===== src/rtl/swervolf_pkg.sv =====
// Shared SwerVolf constants for the GPIO input path.
// Defaults give a 1 ms debounce tick at the 50 MHz system clock.
package swervolf_pkg;

    localparam int unsigned GPIO_IN_W           = 64;
    localparam int unsigned CLK_HZ              = 50_000_000;
    localparam int unsigned GPIO_TICK_DEFAULT   = CLK_HZ / 1000;
    localparam int unsigned GPIO_STABLE_DEFAULT = 4;

    // Counter width able to hold 0..n-1, never narrower than one bit.
    function automatic int unsigned cnt_width(input int unsigned n);
        return (n <= 1) ? 1 : $clog2(n);
    endfunction

endpackage


===== src/rtl/swervolf_debounce_bit.sv =====
// One GPIO input bit: synchroniser, tick-sampled debounce counter,
// debounced level flop and registered change pulse.
module swervolf_debounce_bit
    import swervolf_pkg::*;
#(
    parameter int unsigned SYNC_STAGES = 2,
    parameter int unsigned STABLE      = GPIO_STABLE_DEFAULT
) (
    input  logic i_clk,
    input  logic i_rst,
    input  logic i_raw,
    input  logic i_tick,
    output logic o_level,
    output logic o_change,
    output logic o_change_next
);

    localparam int unsigned CW = $clog2(STABLE + 1);
    localparam logic [CW-1:0] CNT_LAST = CW'(STABLE - 1);

    logic [SYNC_STAGES-1:0] sync_q, sync_d;
    logic [CW-1:0]          cnt_q, cnt_d;
    logic                   level_q, level_d;
    logic                   change_q, change_d;
    logic                   s;

    assign s = sync_q[SYNC_STAGES-1];

    always_comb begin
        sync_d   = {sync_q[SYNC_STAGES-2:0], i_raw};
        cnt_d    = cnt_q;
        level_d  = level_q;
        change_d = 1'b0;
        if (i_tick) begin
            if (s == level_q) begin
                cnt_d = '0;
            end else if (cnt_q == CNT_LAST) begin
                // New level has held for STABLE consecutive ticks: accept it.
                level_d  = s;
                cnt_d    = '0;
                change_d = 1'b1;
            end else begin
                cnt_d = cnt_q + 1'b1;
            end
        end
    end

    always_ff @(posedge i_clk) begin
        if (i_rst) begin
            sync_q   <= '0;
            cnt_q    <= '0;
            level_q  <= 1'b0;
            change_q <= 1'b0;
        end else begin
            sync_q   <= sync_d;
            cnt_q    <= cnt_d;
            level_q  <= level_d;
            change_q <= change_d;
        end
    end

    assign o_level       = level_q;
    assign o_change      = change_q;
    assign o_change_next = change_d;

endmodule


===== src/rtl/swervolf_gpio_in.sv =====
// GPIO input conditioner: shared sample-tick prescaler, per-bit debounce
// and a registered change interrupt coincident with o_change.
module swervolf_gpio_in
    import swervolf_pkg::*;
#(
    parameter int unsigned WIDTH       = GPIO_IN_W,
    parameter int unsigned SYNC_STAGES = 2,
    parameter int unsigned PRESCALE    = GPIO_TICK_DEFAULT,
    parameter int unsigned STABLE      = GPIO_STABLE_DEFAULT
) (
    input  logic             i_clk,
    input  logic             i_rst,
    input  logic [WIDTH-1:0] i_gpio_raw,
    input  logic [WIDTH-1:0] i_irq_en,
    output logic [WIDTH-1:0] o_gpio,
    output logic [WIDTH-1:0] o_change,
    output logic             o_irq
);

    localparam int unsigned PW = cnt_width(PRESCALE);
    localparam logic [PW-1:0] PRE_LAST = PW'(PRESCALE - 1);

    logic [PW-1:0]    pre_q, pre_d;
    logic             tick;
    logic [WIDTH-1:0] change_next;
    logic             irq_q, irq_d;

    // With PRESCALE == 1 the counter stays at 0 and tick is constantly high.
    assign tick = (pre_q == PRE_LAST);

    always_comb begin
        pre_d = tick ? '0 : pre_q + 1'b1;
        irq_d = |(change_next & i_irq_en);
    end

    always_ff @(posedge i_clk) begin
        if (i_rst) begin
            pre_q <= '0;
            irq_q <= 1'b0;
        end else begin
            pre_q <= pre_d;
            irq_q <= irq_d;
        end
    end

    for (genvar i = 0; i < WIDTH; i++) begin : g_bit
        swervolf_debounce_bit #(
            .SYNC_STAGES (SYNC_STAGES),
            .STABLE      (STABLE)
        ) u_bit (
            .i_clk         (i_clk),
            .i_rst         (i_rst),
            .i_raw         (i_gpio_raw[i]),
            .i_tick        (tick),
            .o_level       (o_gpio[i]),
            .o_change      (o_change[i]),
            .o_change_next (change_next[i])
        );
    end

    assign o_irq = irq_q;

endmodule


===== config.mk =====
export PLATFORM = sky130hd
export DESIGN_NAME = swervolf_gpio_in
export DESIGN_NICKNAME = d
export VERILOG_FILES = /design/src/rtl/swervolf_pkg.sv /design/src/rtl/swervolf_debounce_bit.sv /design/src/rtl/swervolf_gpio_in.sv
export SDC_FILE = /design/constraint.sdc
export NUM_CORES = 1
export LEC_CHECK = 0
export CAP_MARGIN = 20
export CORE_AREA = 2 2 210 212
export DETAILED_ROUTE_END_ITERATION = 10
export DIE_AREA = 0 0 212 214
export PLACE_DENSITY = 0.67
export SYNTH_ARGS = -nofsm -noshare
export SYNTH_HDL_FRONTEND = slang
export SYNTH_SLANG_ARGS = --single-unit

===== constraint.sdc =====
create_clock -name i_clk -period 3.1 [get_ports i_clk]
set_input_delay 0.31 -clock i_clk [delete_from_list [all_inputs] [get_ports i_clk]]
set_output_delay 0.31 -clock i_clk [all_outputs]
set_load 0.01 [all_outputs]

==> metrics.csv, run 1 <==
metric,value,unit
run_status,finished clean,
cap_viol_max_count,0,
first_global_vias,13197,
worstSetupPathType,reg2reg,
syn_inst,2044,
fin_nets,2338,
worst_slew_pin_slew,770,ps
cp_slowest_cell,buf_4,
drive_above_1_share,0.0647,
cts_root_buf,clkbuf_16,
cts_num_sinks,465,
placed_cell_area,0.0213,mm^2
finClkSkew,26.6,ps
power.static_leakage,0.00898,uW
hold_viol,0,
setup_ws,767,ps
ys_top_cells_by_count,"dfxtp_1, nor2_1, nor2b_1",
synth-seq-cells,465,
insertion_delay,580,ps
setup_viol,0,
cts_hold_buf,0,
hpwl,30.7,mm
grt_max_degree,147,
worst-path-buf-inv,1,
fin_crit_sh,0.753,
finalMaxSlewViolations,0,
wl_per_cell,16.3,um
cts_made_buffers,50,
seq_area_frac_synth,0.484,
slew_headroom,0.483,
synth_cell_types,38,
synthArstFlopShare,0,
drt-pass1-iter-count,5,
path_cells,"nand2_1, nor3_1, and4_4, buf_4, nand2_1, mux2i_1, nor2_1",
gp_congestion,0.768,
crit_path_max_incr_delay,550,ps
num_rows,76,
tns,0,ps
synth-main-ff-cell,dfxtp_1,
area_growth,18.9,%
synth_top_area_frac,0.484,
vias,13913,
drt.antenna.violating_nets,0,
netlist_area,0.0192,mm^2
start_util,0.448,
drt-initial-drc-count,837,
fp.dieH,214,um
fillerInstances,3834,
die_x,212,um
grt.overflow.total,0,
grt_pass1_wl,70.1,mm
cts_resized,0,
arrival,2770,ps
wirelength,45.2,mm
post_cts_buffers,0,
worst-endpoint-required,3540,ps
dp_worst_setup_slack,844,ps
yosysWarnings,0,
antenna_found_initial,6,
period_minus_slack,2330,ps
power_density,536,mW/mm^2
via_per_inst,5.03,
worstHoldPathType,in2reg,
io_pins,259,
fmax,429,MHz
crit_top_cell,nand2_1,
synth_nets,2239,
die_area,0.0454,mm^2
rsz0062_at_grt,false,
synth_top_area_cell,dfxtp_1,
drc,0,
htree_levels,2,
clock_path_buffers,3,
synth_edf_count,0,
ir_drop,0.000368,V
grt_usage,0.195,
critPathLaunchType,flop,
critical_path.max_fanout,65,
io_buffers,258,
stdcell_area,0.0229,mm^2
clk_transition_reported_paths,60,ps
synth_most_common_cell,dfxtp_1,
syn-mean-instance-area,9.41,um^2
cts_tree,yes,
coreArea,0.0429,mm^2
final_core_util,0.533,
synth.area.top_cells,"dfxtp_1, nor2b_1, buf_4",
crit_family,simple AND/OR/NAND/NOR gates,
crit_path_end_kind,flop,
-- stage by stage --
step	cells	power (uW)	hold WS, ps
after floorplan	2044	6410	413
after global placement	2676	6640	419
after detailed placement	2676	6650	422
after CTS	2764	12400	80.3
after global routing	2764	12700	103
final	2766	12300	109
-- worst register-to-register path, cell delays in order (launching register included) --
cell and delay [ps]:
dfxtp_1 410, nand2_1 90, nor3_1 380, and4_4 340, buf_4 550, nand2_1 170
mux2i_1 190, nor2_1 50
-- layer usage --
layer | track usage | routed length (um) | vias up
met1 | 0.253 | 20400 | 6551
met2 | 0.319 | 20800 | 326
met5 | 0 | 27 | -
met4 | 0.0512 | 938 | 4
met3 | 0.0537 | 2990 | 64
li1 | - | - | 6968
-- area by class of cell --
type                    count  area [um^2]  area share
diodes                      2         5.00    0.000219
clock buffers              81         1510      0.0660
clock inverters             7         66.3     0.00290
inverters                  10         37.5     0.00164
multi-input cells        1343         8450       0.369
flip-flops and latches    465         9310       0.407
well taps                 585          732      0.0320
repair buffers            273         2760       0.121
-- state kept, by name, summed over array words and instances (netlist names) --
signal / count
o_irq: 1
pre_q: 16
g_bit.u_bit.sync_q: 128
g_bit.u_bit.o_change: 64
g_bit.u_bit.cnt_q: 192
g_bit.u_bit.o_level: 64
-- layout by cell type (no fill, tap or decap), types with 5 or more instances in the layout --
master,n
a21oi_1,155
and3_1,31
and3b_1,57
buf_12,5
buf_4,10
clkbuf_1,18
clkbuf_16,51
clkbuf_8,12
clkdlybuf4s50_1,257
dfxtp_1,465
ha_1,65
inv_1,10
mux2i_1,45
nand2_1,167
nand2b_1,11
nand3_1,114
nand3b_1,7
nand4_1,7
nor2_1,203
nor2b_1,186
nor3_1,11
nor3b_1,28
nor4_1,8
nor4_2,50
o21ai_0,66
o22ai_1,8
xnor2_1,63
xor2_1,40
-- final timing paths --
path,from,endpoint,slack (ps),depth (start not counted)
max reg2reg,pre_q[8]$_SDFF_PP0_,g_bit[62].u_bit.o_level$_SDFFE_PP0P_,770,7
min reg2reg,g_bit[15].u_bit.sync_q[0]$_SDFF_PP0_,g_bit[15].u_bit.sync_q[1]$_SDFF_PP0_,430,1
max,pre_q[8]$_SDFF_PP0_,g_bit[62].u_bit.o_level$_SDFFE_PP0P_,770,7
min,i_rst,g_bit[24].u_bit.o_level$_SDFFE_PP0P_,110,2
-- power by group --
part | internal (uW) | switching, uW | leakage, uW
Combinational | 233 | 185 | 0.00444
Sequential | 6060 | 37.2 | 0.00377
Clock | 3390 | 2350 | 0.000770
-- kinds of logic after synthesis --
kind of cell	count (synthesis)	share of synthesized area
AO/OA/AOI/OAI	239	0.0646
XOR/XNOR	103	0.0469
adder cells (fa/ha/maj)	65	0.0423
buffers and inverters	236	0.0779
flip-flops	465	0.484
multiplexers	45	0.0234
AND/OR/NAND/NOR	891	0.261
Power figures use the tool's default switching activity.
==> inputs of run 2 (changes only) <==
--- a/config.mk
+++ b/config.mk
@@ -9,7 +9,7 @@
 export CORE_AREA = 2 2 210 212
 export DETAILED_ROUTE_END_ITERATION = 10
 export DIE_AREA = 0 0 212 214
-export PLACE_DENSITY = 0.67
+export PLACE_DENSITY = 0.7
 export SYNTH_ARGS = -nofsm -noshare
 export SYNTH_HDL_FRONTEND = slang
 export SYNTH_SLANG_ARGS = --single-unit
==> constraint.sdc (replaced) <==
create_clock -name i_clk -period 1.9 [get_ports i_clk]
set_input_delay 0.19 -clock i_clk [delete_from_list [all_inputs] [get_ports i_clk]]
set_output_delay 0.19 -clock i_clk [all_outputs]
set_load 0.01 [all_outputs]
==> run 2 against run 1 <==
Against the previous run:
- the flow now finishes with violations (setup timing)
- core utilization is 4.9 points higher
- clock skew is 16 ps lower
- sequential share of layout area is 3.4 points lower
- clock-buffer cell count is 4 lower
- power is 69% higher
- sequential power is 63% higher
- setup slack worse by 790 ps
- critical endpoint is now g_bit[48].u_bit.o_change$_SDFF_PP0_
==> metrics.csv, run 2 (same netlist as run 1, synthesis figures left out) <==
metric,value,unit,change
wirelength,50.9,mm,+13%
dp_cells,2765,,+3.3%
violations,setup timing,,
met3WireLength,3.36,mm,+12%
drt-initial-drc-count,992,,+19%
area_growth,29.8,%,
largest-register,g_bit.u_bit.cnt_q,,
clk_transition_reported_paths,60,ps,about the same
num_rows,76,,unchanged
start_util,0.448,,unchanged
top_regs,"g_bit.u_bit.cnt_q: 192 flops, g_bit.u_bit.sync_q: 128 flops",,
route.met2.wl,24.0,mm,+15%
slew_headroom,0.555,,+0.0721
clock_path_buffers,3,,unchanged
rsz0062_at_grt,true,,
cap_viol_max_count,0,,unchanged
critPathLaunch,pre_q[7]$_SDFF_PP0_,,
worst-endpoint-required,2400,ps,-1140 ps
ff2ff_setup_slack,-20,ps,-790 ps
power_density,828,mW/mm^2,+55%
insertion_delay,580,ps,about the same
htree_levels,2,,unchanged
run_status,"finished, violations left",,
hpwl,32.6,mm,+6.2%
cts_root_buf,clkbuf_16,,
via_per_inst,5.07,,+0.76%
drive_above_1_share,0.148,,+0.0831
final_common_cell,dfxtp_1,,
drt-pass1-iter-count,5,,unchanged
vias,14632,,+5.2%
die_x,212,um,unchanged
cts_made_buffers,50,,unchanged
period_minus_slack,1920,ps,-411 ps
grt_pass1_wl,74.0,mm,+5.6%
drc,0,,unchanged
largest_reg_flops,192,,unchanged
final_cell_mix,"dfxtp_1, clkdlybuf4s50_1, nor2_1",,
finClkSkew,10.4,ps,-16.3 ps
fp.dieH,214,um,unchanged
cts_tree,yes,,
ir_drop,0.000784,V,+110%
setup_ws,-21.6,ps,-789 ps
holdWs,33.8,ps,-75.1 ps
first_global_vias,14093,,+6.8%
drt.antenna.violating_nets,0,,unchanged
fin_nets,2459,,+5.2%
arrival,2430,ps,-340 ps
tns,-21.6,ps,-21.6 ps
highest_layer,met5,,
fmax,520,MHz,+21%
io_pins,259,,unchanged
grt_usage,0.206,,+0.0103
worst_r2r_startpoint,pre_q[7]$_SDFF_PP0_,,
cts_num_sinks,465,,unchanged
io_buffers,258,,unchanged
grt_max_degree,113,,-23%
wl_per_cell,17.6,um,+7.9%
fillerInstances,3590,,-6.4%
multiInputGateArea,0.00905,mm^2,+7.1%
antenna_found_initial,8,,+2
gp_congestion,0.777,,+1.2%
critical_path.max_fanout,11,,-83%
worstSetupPathType,reg2reg,,
drt-met1-wl,22.1,mm,+8.2%
critPathLaunchType,flop,,
hold_viol,0,,unchanged
worst_slew_pin_slew,665,ps,-105 ps
worstHoldStart,i_rst,,
die_area,0.0454,mm^2,unchanged
worstHoldPathType,in2reg,,
ff_latch_area,0.00932,mm^2,about the same
grt.overflow.total,0,,unchanged
finalMaxSlewViolations,0,,unchanged
power.static_leakage,0.00991,uW,+10%
fin_crit_sh,1.01,,+0.259
coreArea,0.0429,mm^2,unchanged
setup_viol,1,,+1
final_cells,2887,,+4.4%
crit_path_end_kind,flop,,
-- run 2: cell count changes in the layout (fill, tap and decap cells not counted), moves of 8 or more --
cell       delta
nor4_4       +30
clkbuf_16    +12
nor2_1        -9
nor4_2       -22
nor4_1        -8
a21oi_2      +10
buf_4        +87
a21oi_1      -10
nand2_2      +12
nand2_1      -12
buf_12       +12
-- run 2: through the flow --
stage	utilization	instance area [um^2]	setup WS (ps)	total power, uW
3_5_place_dp	0.515	22100	-302	10900
6_report	0.582	25000	-21.6	20700
5_1_grt	0.582	25000	-68.4	21300
3_3_place_gp	0.515	22100	-218	10900
2_1_floorplan	-	19200	165	10500
4_1_cts	0.558	23900	-12.2	20800
-- run 2: area by class of cell --
type,instances,share of cell area
inverters,10,0.00150
diodes,2,0.000201
clock buffers,77,0.0616
multi-input cells,1343,0.363
clock inverters,11,0.00632
flip-flops and latches,465,0.373
repair buffers,394,0.165
well taps,585,0.0293
-- run 2: report_power, final --
part	internal [uW]	leakage [uW]	switching, uW
Combinational	429	0.00530	334
Sequential	9880	0.00378	63.7
Clock	6070	0.000834	3890
Total	16400	0.00991	4280
-- run 2: final timing paths --
kind | end | depth (start not counted)
hold / removal | g_bit[30].u_bit.cnt_q[2]$_SDFFE_PP0N_ | 2
hold reg to reg | g_bit[24].u_bit.sync_q[1]$_SDFF_PP0_ | 1
setup reg to reg | g_bit[48].u_bit.o_change$_SDFF_PP0_ | 9
setup / recovery | g_bit[48].u_bit.o_change$_SDFF_PP0_ | 9
-- run 2: repair_timing --
action	in CTS	in global routing
hold buffers	3	0
gates cloned	1	10
setup endpoints to repair	14	234
pin swaps	2	23
hold endpoints to repair	25	0
resized for setup	16	119
setup buffers	3	15
-- run 2: critical path: stages (launching register included) --
cell	delay (ps)
dfxtp_2	340
nor4b_4	290
buf_4	160
nand4_4	100
buf_12	160
buf_12	130
buf_16	130
nor2_4	140
buf_12	170
and3_1	200
-- run 2: layer usage --
metal | GRT usage | vias up
li1 | - | 7211
met1 | 0.256 | 6938
met2 | 0.337 | 363
met3 | 0.0576 | 108
met4 | 0.0761 | 12
met5 | 0 | -
==> inputs of run 3 (changes only) <==
--- a/config.mk
+++ b/config.mk
@@ -9,6 +9,7 @@
 export CORE_AREA = 2 2 210 212
 export DETAILED_ROUTE_END_ITERATION = 10
 export DIE_AREA = 0 0 212 214
+export GPL_ROUTABILITY_DRIVEN = 0
 export PLACE_DENSITY = 0.7
 export SYNTH_ARGS = -nofsm -noshare
 export SYNTH_HDL_FRONTEND = slang
==> constraint.sdc (replaced) <==
create_clock -name i_clk -period 1.9 [get_ports i_clk]
set_input_delay 0.38 -clock i_clk [delete_from_list [all_inputs] [get_ports i_clk]]
set_output_delay 0.38 -clock i_clk [all_outputs]
set_load 0.01 [all_outputs]
==> run 3 against run 2 <==
Against the previous run:
- clock-buffer cell count grew 1
- highest routed layer unchanged
- largest power group unchanged
- sequential power is essentially flat
- critical path depth shrank 1
- critical endpoint is now o_irq$_SDFF_PP0_
- the flow now finishes without violations
- die area is the same
==> metrics.csv, run 3 (same netlist as run 1, synthesis figures left out) <==
metric,value,unit,change
coreArea,0.0429,mm^2,unchanged
run_status,finished clean,,
clk_transition_reported_paths,60,ps,about the same
ff_latch_area,0.00932,mm^2,about the same
holdWs,159,ps,+125 ps
hpwl,32.7,mm,about the same
fillerInstances,3687,,+2.7%
critPathLaunchType,flop,,
drt.antenna.violating_nets,0,,unchanged
worst_slew_pin_slew,585,ps,-79.9 ps
first_global_vias,13881,,-1.5%
critical_path_depth,8,,-1
crit_path_max_incr_delay,330,ps,about the same
finalMaxSlewViolations,0,,unchanged
placed_cell_area,0.0222,mm^2,+0.66%
area_growth,28.0,%,
largest_reg_flops,192,,unchanged
use_met1,0.256,,+0.000497
crit_family,simple AND/OR/NAND/NOR gates,,
worstSetupPathType,reg2reg,,
clock_path_buffers,3,,unchanged
stdcell_area,0.0246,mm^2,-1.3%
insertion_delay,590,ps,about the same
cap_viol_max_count,0,,unchanged
grt_usage,0.202,,-0.00361
grt_use_met2,0.334,,-0.00306
critical_path.max_fanout,3,,-8
die_area,0.0454,mm^2,unchanged
grt.overflow.total,0,,unchanged
worstHoldPathType,in2reg,,
vias,14579,,-0.36%
power.static_leakage,0.0105,uW,+5.7%
worst-path-buf-inv,1,,-4
fp.dieH,214,um,unchanged
htree_levels,2,,unchanged
ir_drop,0.000542,V,-31%
cts_made_buffers,50,,unchanged
wirelength,49.7,mm,-2.3%
cp_slowest_cell,dfxtp_1,,
io_pins,259,,unchanged
drc,0,,unchanged
cts_num_sinks,465,,unchanged
cts_root_buf,clkbuf_16,,
power_density,850,mW/mm^2,+2.7%
num_rows,76,,unchanged
start_util,0.448,,unchanged
path_cells,"ha_1, nand2b_1, nor2_1, a32oi_1, buf_4, nand4_1, nor4_2, a31oi_1",,
grt_pass1_wl,73.0,mm,-1.4%
slew_headroom,0.609,,+0.0534
die_x,212,um,unchanged
grt_use_met3,0.0601,,+0.00249
final_common_cell,dfxtp_1,,
finClkSkew,14.3,ps,+3.95 ps
hold_viol,0,,unchanged
setup_viol,0,,-1
drt-initial-drc-count,826,,-17%
wl_per_cell,17.1,um,-2.9%
drt-pass1-iter-count,5,,unchanged
rsz0062_at_grt,true,,
busiest_layer,met2,,
drive_above_1_share,0.138,,-0.00972
grt_max_degree,90,,-20%
period_minus_slack,1890,ps,-34.1 ps
multiInputGateArea,0.00858,mm^2,-5.1%
worst-endpoint-required,2360,ps,-40 ps
fin_nets,2474,,+0.61%
r2r_cells,8,,-1
top_regs,"g_bit.u_bit.cnt_q: 192 flops, g_bit.u_bit.sync_q: 128 flops",,
largest-register,g_bit.u_bit.cnt_q,,
fmax,530,MHz,+1.8%
cts_hold_buf,0,,-3
power.total,20900,uW,+1.3%
cts_tree,yes,,
final_cell_mix,"dfxtp_1, nor2_1, nor2b_1",,
antenna_found_initial,11,,+3
via_per_inst,5.02,,-0.98%
whs_path_depth,2,,unchanged
io_buffers,258,,unchanged
fin_crit_sh,0.993,,-0.0179
crit_path_end_kind,flop,,
arrival,2350,ps,-80 ps
-- run 3: cell count changes in the layout (fill, tap and decap cells not counted), moves of 12 or more --
| cell | change |
|---|---|
| buf_4 | +16 |
| clkdlybuf4s50_1 | -81 |
| dlygate4sd2_1 | +71 |
| nand2_1 | +12 |
| nand2_2 | -12 |
| nor4_2 | +24 |
| nor4_4 | -30 |
-- run 3: per-layer routing --
layer	up-vias	wire [um]
li1	7255	-
met4	18	792
met3	73	3030
met5	-	120
met1	6946	22200
met2	287	23600
-- run 3: what timing repair did --
item                       4_1_cts  5_1_grt
setup buffers                    0       18
gates cloned                     0       13
setup endpoints to repair       97      178
hold endpoints to repair         0        0
resized for setup               83       48
pin swaps                        0        5
-- run 3: final cells by class --
class	instances	area share
clock buffers	78	0.0634
inverters	10	0.00152
multi-input cells	1343	0.349
repair buffers	409	0.170
well taps	585	0.0297
flip-flops and latches	465	0.379
clock inverters	12	0.00778
diodes	3	0.000305
-- run 3: path summary, 6_finish.rpt --
kind                                    startpoint                                     to  slack [ps]
max          g_bit[50].u_bit.cnt_q[0]$_SDFFE_PP0N_                       o_irq$_SDFF_PP0_          10
min                                          i_rst  g_bit[45].u_bit.cnt_q[0]$_SDFFE_PP0N_         160
max reg2reg  g_bit[50].u_bit.cnt_q[0]$_SDFFE_PP0N_                       o_irq$_SDFF_PP0_          10
min reg2reg    g_bit[4].u_bit.sync_q[0]$_SDFF_PP0_    g_bit[4].u_bit.sync_q[1]$_SDFF_PP0_         430
-- run 3: metrics by stage --
stage / util / setup TNS, ps / worst slack [ps] / cells
final: 0.574 / 0 / 12.5 / 2905
after global routing: 0.574 / -262 / -98.6 / 2902
after CTS: 0.558 / 0 / 0.903 / 2871
after detailed placement: 0.518 / -528 / -314 / 2781
after global placement: 0.518 / -336 / -288 / 2781
after floorplan: - / 0 / 165 / 2044
-- run 3: worst register-to-register path, stage by stage (launching register included) --
cell	delay [ps]
dfxtp_1	330
ha_1	230
nand2b_1	110
nor2_1	150
a32oi_1	260
buf_4	170
nand4_1	110
nor4_2	280
a31oi_1	110
-- run 3: report_power, final --
part / internal [uW] / switching (uW)
registers: 9880 / 65.3
clock network: 6290 / 3940
logic: 431 / 313
